### config.mk
export PLATFORM = sky130hd
export DESIGN_NAME = sumador_visual_param
export DESIGN_NICKNAME = d
export VERILOG_FILES = /design/src/rtl/sumador_visual_param.sv
export SDC_FILE = /design/constraint.sdc
export NUM_CORES = 1
export LEC_CHECK = 0
export ABC_CLOCK_PERIOD_IN_PS = 5600
export BUFFER_PORTS_ARGS = -buffer_cell sky130_fd_sc_hd__buf_2
export CORE_MARGIN = 2
export CORE_UTILIZATION = 60
export CTS_BUF_LIST = sky130_fd_sc_hd__clkbuf_2
export CTS_CLUSTER_DIAMETER = 150
export CTS_CLUSTER_SIZE = 40
export DETAILED_ROUTE_END_ITERATION = 6
export GPL_TIMING_DRIVEN = 0
export MAX_ROUTING_LAYER = met4
export PLACE_DENSITY = 0.82
export SETUP_SLACK_MARGIN = 0.2
export SYNTH_ARGS = -nofsm -noshare
export SYNTH_HDL_FRONTEND = slang
export SYNTH_SLANG_ARGS = --single-unit
### constraint.sdc
create_clock -name clk2 -period 5.6 [get_ports clk2]
set_input_delay 1.12 -clock clk2 [delete_from_list [all_inputs] [get_ports clk2]]
set_output_delay 1.12 -clock clk2 [all_outputs]
set_load 0.02 [all_outputs]
### src/rtl/sumador_visual_param.sv
// Add/subtract unit with sequential double-dabble BCD conversion and a multiplexed common-anode 7-segment driver.
// Optional build macro LEADING_ZERO_BLANK_EN blanks leading zero magnitude digits.
module sumador_visual_param #(
  parameter int WIDTH       = 8,
  parameter int NDIG        = 4,
  parameter int REFRESH_DIV = 50000
) (
  input  logic             clk2,
  input  logic             rst_n,
  input  logic [WIDTH-1:0] A,
  input  logic [WIDTH-1:0] B,
  input  logic             Sel,
  input  logic             start,
  output logic             busy,
  output logic             done,
  output logic             ovf,
  output logic [0:6]       SSeg,
  output logic [NDIG-1:0]  an
);

  // state  | meaning
  // S_IDLE | waiting for start, operands sampled here
  // S_CONV | double-dabble shifting, WIDTH+1 steps
  // S_DONE | display register just updated, done pulse
  localparam logic [1:0] S_IDLE = 2'd0;
  localparam logic [1:0] S_CONV = 2'd1;
  localparam logic [1:0] S_DONE = 2'd2;

  localparam int     BCD_DIG = (WIDTH + 3) / 3;
  localparam int     BCD_W   = 4 * BCD_DIG;
  localparam int     MAG_W   = 4 * (NDIG - 1);
  localparam int     STEP_W  = $clog2(WIDTH + 2);
  localparam int     RW      = (REFRESH_DIV > 1) ? $clog2(REFRESH_DIV) : 1;
  localparam int     DW      = (NDIG > 1) ? $clog2(NDIG) : 1;
  localparam longint LIMIT   = longint'(10 ** (NDIG - 1)) - 1;

  localparam logic [0:6] SEG_DASH  = 7'b1111110;
  localparam logic [0:6] SEG_BLANK = 7'b1111111;

  logic [1:0]        state;
  logic [WIDTH:0]    bin;
  logic [BCD_W-1:0]  bcd;
  logic [STEP_W-1:0] steps;
  logic              neg_pend;
  logic              ovf_pend;
  logic [MAG_W-1:0]  disp_mag;
  logic              disp_neg;
  logic [RW-1:0]     refresh_cnt;
  logic [DW-1:0]     dig_idx;

  logic [WIDTH:0]    res;
  logic              res_neg;
  logic [WIDTH:0]    mag;
  logic              mag_ovf;
  logic [BCD_W-1:0]  bcd_adj;
  logic [BCD_W-1:0]  bcd_shift;
  logic [MAG_W-1:0]  digits_next;

  always_comb begin
    res     = Sel ? ({1'b0, A} - {1'b0, B}) : ({1'b0, A} + {1'b0, B});
    res_neg = Sel & res[WIDTH];
    mag     = res_neg ? -res : res;
    mag_ovf = longint'(mag) > LIMIT;
  end

  // The shifted-out MSB of the top nibble is always zero because BCD_DIG covers 2^(WIDTH+1)-1.
  always_comb begin
    bcd_adj = bcd;
    for (int i = 0; i < BCD_DIG; i++) begin
      if (bcd[4*i +: 4] >= 4'd5) bcd_adj[4*i +: 4] = bcd[4*i +: 4] + 4'd3;
    end
    bcd_shift = BCD_W'({bcd_adj, bin[WIDTH]});
  end

  for (genvar g = 0; g < NDIG - 1; g++) begin : g_dig
    if (g < BCD_DIG) begin : g_bcd
      assign digits_next[4*g +: 4] = bcd_shift[4*g +: 4];
    end else begin : g_pad
      assign digits_next[4*g +: 4] = 4'd0;
    end
  end

  always_ff @(posedge clk2 or negedge rst_n) begin
    if (!rst_n) begin
      state    <= S_IDLE;
      bin      <= '0;
      bcd      <= '0;
      steps    <= '0;
      neg_pend <= 1'b0;
      ovf_pend <= 1'b0;
      disp_mag <= '0;
      disp_neg <= 1'b0;
      ovf      <= 1'b0;
    end else begin
      case (state)
        S_IDLE: begin
          if (start) begin
            bin      <= mag;
            bcd      <= '0;
            steps    <= STEP_W'(WIDTH + 1);
            neg_pend <= res_neg;
            ovf_pend <= mag_ovf;
            state    <= S_CONV;
          end
        end
        S_CONV: begin
          bcd   <= bcd_shift;
          bin   <= {bin[WIDTH-1:0], 1'b0};
          steps <= steps - 1'b1;
          if (steps == STEP_W'(1)) begin
            disp_mag <= digits_next;
            disp_neg <= neg_pend;
            ovf      <= ovf_pend;
            state    <= S_DONE;
          end
        end
        S_DONE:  state <= S_IDLE;
        default: state <= S_IDLE;
      endcase
    end
  end

  assign busy = (state == S_CONV);
  assign done = (state == S_DONE);

  always_ff @(posedge clk2 or negedge rst_n) begin
    if (!rst_n) begin
      refresh_cnt <= '0;
      dig_idx     <= '0;
    end else if (refresh_cnt == RW'(REFRESH_DIV - 1)) begin
      refresh_cnt <= '0;
      dig_idx     <= (dig_idx == DW'(NDIG - 1)) ? '0 : dig_idx + 1'b1;
    end else begin
      refresh_cnt <= refresh_cnt + 1'b1;
    end
  end

  always_comb begin
    an          = '1;
    an[dig_idx] = 1'b0;
  end

  function automatic logic [0:6] glyph(input logic [3:0] d);
    case (d)
      4'd0:    return 7'b0000001;
      4'd1:    return 7'b1001111;
      4'd2:    return 7'b0010010;
      4'd3:    return 7'b0000110;
      4'd4:    return 7'b1001100;
      4'd5:    return 7'b0100100;
      4'd6:    return 7'b0100000;
      4'd7:    return 7'b0001111;
      4'd8:    return 7'b0000000;
      4'd9:    return 7'b0000100;
      default: return SEG_BLANK;
    endcase
  endfunction

  logic [NDIG-2:0] lead_zero;

`ifdef LEADING_ZERO_BLANK_EN
  // A digit is a leading zero when it and every digit above it are zero; digit 0 always shows.
  always_comb begin
    logic seen;
    seen      = 1'b0;
    lead_zero = '0;
    for (int i = NDIG - 2; i >= 1; i--) begin
      seen         = seen | (disp_mag[4*i +: 4] != 4'd0);
      lead_zero[i] = ~seen;
    end
  end
`else
  assign lead_zero = '0;
`endif

  logic [3:0] cur_digit;
  logic       cur_lz;

  always_comb begin
    cur_digit = 4'd0;
    cur_lz    = 1'b0;
    for (int i = 0; i < NDIG - 1; i++) begin
      if (dig_idx == DW'(i)) begin
        cur_digit = disp_mag[4*i +: 4];
        cur_lz    = lead_zero[i];
      end
    end
    if (ovf)                             SSeg = SEG_DASH;
    else if (dig_idx == DW'(NDIG - 1))   SSeg = disp_neg ? SEG_DASH : SEG_BLANK;
    else if (cur_lz)                     SSeg = SEG_BLANK;
    else                                 SSeg = glyph(cur_digit);
  end

endmodule

==> results.md <==
- Status: finished clean
- Synth top area share: 40.3%
- Synth area leaders: dfrtp_1 (40%), ha_1 (9.9%), nand2_1 (5.7%), o21ai_0 (5.3%), xnor2_1 (4.8%)
- Slew @ Worst Pin: 0.760 ns
- N_diodes: 0
- FF+latch count, synth: 59
- Final hold vios: 0
- Skew-Pair Late Insertion Delay: 0.49 ns
- Initial antenna violation count: 0
- H-tree levels: 3
- Die X-Extent: 82.1 µm
- RSZ-0062 raised after global routing: false
- Syn avg cell area: 8.80 µm²
- I/O Buffers: 31
- Std cell rows: 28
- P_leak: 1.88 nW
- CTS tree: yes
- Synth-to-layout area growth: 8.99%
- Core Region: 0.00592 mm²
- Clk sinks: 59
- TNS Setup: 0 ns
- CTS resizes: 0
- Crit path kind: flop to output pin
- FMAX: 0.237 GHz
- Detail Placement HPWL: 5.45 mm
- First-pass GRT wire length: 12.1 mm
- Final-layout fill cell count: 491
- Rel. slew slack: 49.1%
- Die area: 0.00674 mm²
- First-pass detailed-route iteration total: 5
- Share of cells above drive strength 1: 13.4%
- Routed WL: 7.11 mm
- TritonCTS buffer count: 9
- Critical Path End Type: output pin
- CP required: 4.48 ns
- Post-Synth XOR/XNOR Area: 8.37%
- Synth warn: 0
- Cell chosen for the clock root: clkbuf_2
- Post-CTS Setup Bufs: 0
- Wirelength per Cell: 13.2 µm
- Compound-Gate Fraction of Synth Area: 15.9%
- GRT met3 Usage: 2.83%
- IO Count: 34
- Routed Antenna Nets: 0
- Netlist cell types: 46
- Number of global-route vias before repair: 2,838
- CTS clk-pin slew, worst paths: 0.14 ns
- Synth async-reset ratio: 100%
- Arr. time, crit path: 3.10 ns
- Cells after Synth: 416
- Endpoints failing setup: 0
- Total GRT Usage: 24.2%
- Nets@finish: 508
- Detailed Route Iter0 Violations: 143
- Clk buf depth: 2
- GP Congestion: 0.834
- Total Power: 1.71 mW
- Slew Viols, Final: 0
- Power per cell area: 427 mW/mm²
- HP Class: flop to flop
- M1 GR Usage: 28.5%
- Count of flip-flops with a built-in enable after synthesis: 0
- Synth Net Count: 466
- GR Util met2: 41.2%
- Non-filler cells, final: 538
- DIE HEIGHT: 82.1 µm
- Top Usage Layer GRT: met2
- Mux cell area share after synthesis: 1.78%
- Starting Density: 61.9%
- Post-Route Skew: 0.0241 ns
- Crit-path max FO: 9
- Most used DFF post-synth: dfrtp_1
- Pin count of the biggest net entering global routing: 60
- Critical Path Source Type: flop
- Post-Synth Adder-Cell Area: 10.5%
- Synthesized area: 0.00366 mm²
- Crit share post-route: 75.4%
- # Max-Cap Violations: 0
- Total grt overflow: 0
- Post-synthesis sequential area ratio: 40.3%
- Synth area leader: dfrtp_1
- Vias/cell: 5.60
- Maximum vdd drop: 0.293 mV
- Largest family of logic cells by synthesized area: simple AND/OR/NAND/NOR gates
- Placed cell count: 522
- Via Count: 3,011
- Fin crit period: 4.22 ns
- CTS Hold Buffers Added: 0
- DRC violations left: 0
- Post-Synth Simple-Gate Area: 18.4%
[Yosys cell counts, drive strengths merged, types with 5 or more instances]
master	instances
o22ai	5
nand3	9
and3	5
dfrtp	59
xnor2	20
ha	29
xor2	15
nand2	56
nor2	39
clkbuf	10
nand2b	7
a22oi	10
a21oi	22
inv	27
o21ai	46
nor3	8
[registers in the layout, indices dropped and copies added (netlist names)]
name         flops
bcd             12
bin              9
dig_idx          2
disp_mag        12
disp_neg         1
neg_pend         1
refresh_cnt     16
state            2
steps            4
[cell type report]
type	count	area (µm²)	area share, %
Buffer	14	71.3	1.79
Clock buffer	12	60.1	1.50
Clock inverter	4	17.5	0.439
Inverter	27	101	2.54
Multi-Input combinational cell	316	2010	50.4
Sequential cell	59	1480	37.0
Tap cell	75	93.8	2.35
Timing Repair Buffer	31	158	3.95
[worst paths after layout]
kind	from	end	cells after the start	slack (ns)
setup / recovery	dig_idx[0]	SSeg[6]	12	1.38
hold / removal	disp_mag[5]	disp_mag[5]	2	0.50
setup reg to reg	state[1]	disp_mag[7]	8	3.57
hold reg to reg	disp_mag[5]	disp_mag[5]	2	0.50
max in group asynchronous	rst_n	refresh_cnt[2]	1	4.45
min in group asynchronous	rst_n	steps[3]	1	0.66
[where the power goes]
group,switching (mW),internal (mW),total [mW]
registers,0.0958,0.561,0.657
logic,0.507,0.333,0.840
clock network,0.149,0.0599,0.209
[worst max-delay path: stages, from the launching register on]
cell	delay (ns)
dfrtp_1	0.42
inv_1	0.13
ha_1	0.16
clkbuf_1	0.34
inv_1	0.10
o21ai_0	0.55
inv_1	0.15
ha_1	0.25
nor3_1	0.19
a21oi_1	0.06
nor2_1	0.09
a21oi_1	0.04
buf_2	0.16
[cells in the final DEF, fill, tap and decap left out, drive strengths merged, types with 2 or more instances in the layout]
cell and instances:
dfrtp 59, mux2i 2, o21a 2, clkinv 4, nor4 4, nor3 8, a211oi 3, nor3b 4
a22oi 10, nor2b 4, nor2 39, nand3 9, a21oi 22, or2 2, o21ai 46, a31o 2
xor2 15, nand2 56, inv 27, mux2 4, clkbuf 22, and3 5, xnor2 20, ha 29
a31oi 4, buf 35, nand2b 7, or3b 3, o22ai 5
[kinds of logic (layout without fill, tap and decap cells)]
kind of cell | Yosys count | after routing
flip-flops | 59 | 59
other | 1 | 1
buffers and inverters | 41 | 88
XOR/XNOR | 35 | 35
multiplexers | 6 | 6
adder cells (fa/ha/maj) | 30 | 30
AND/OR/NAND/NOR | 145 | 145
AO/OA/AOI/OAI | 99 | 99
[metal layers]
layer / up-vias / share of wire, %
met5: - / 0
met4: 0 / 2.5
met3: 21 / 3.5
met2: 67 / 49
met1: 1412 / 45
li1: 1511 / -
[metrics by stage]
step	area [µm²]	hold WS, ns	worst slack (ns)	util [%]
after global placement	3910	0.464	1.77	66.1
after floorplan	3660	0.439	2.00	-
final	3990	0.495	1.38	67.4
after global routing	3990	0.504	1.09	67.4
after CTS	3990	0.498	1.35	67.4
after detailed placement	3910	0.467	1.73	66.1
No activity file was read; power rests on OpenSTA's default activity.
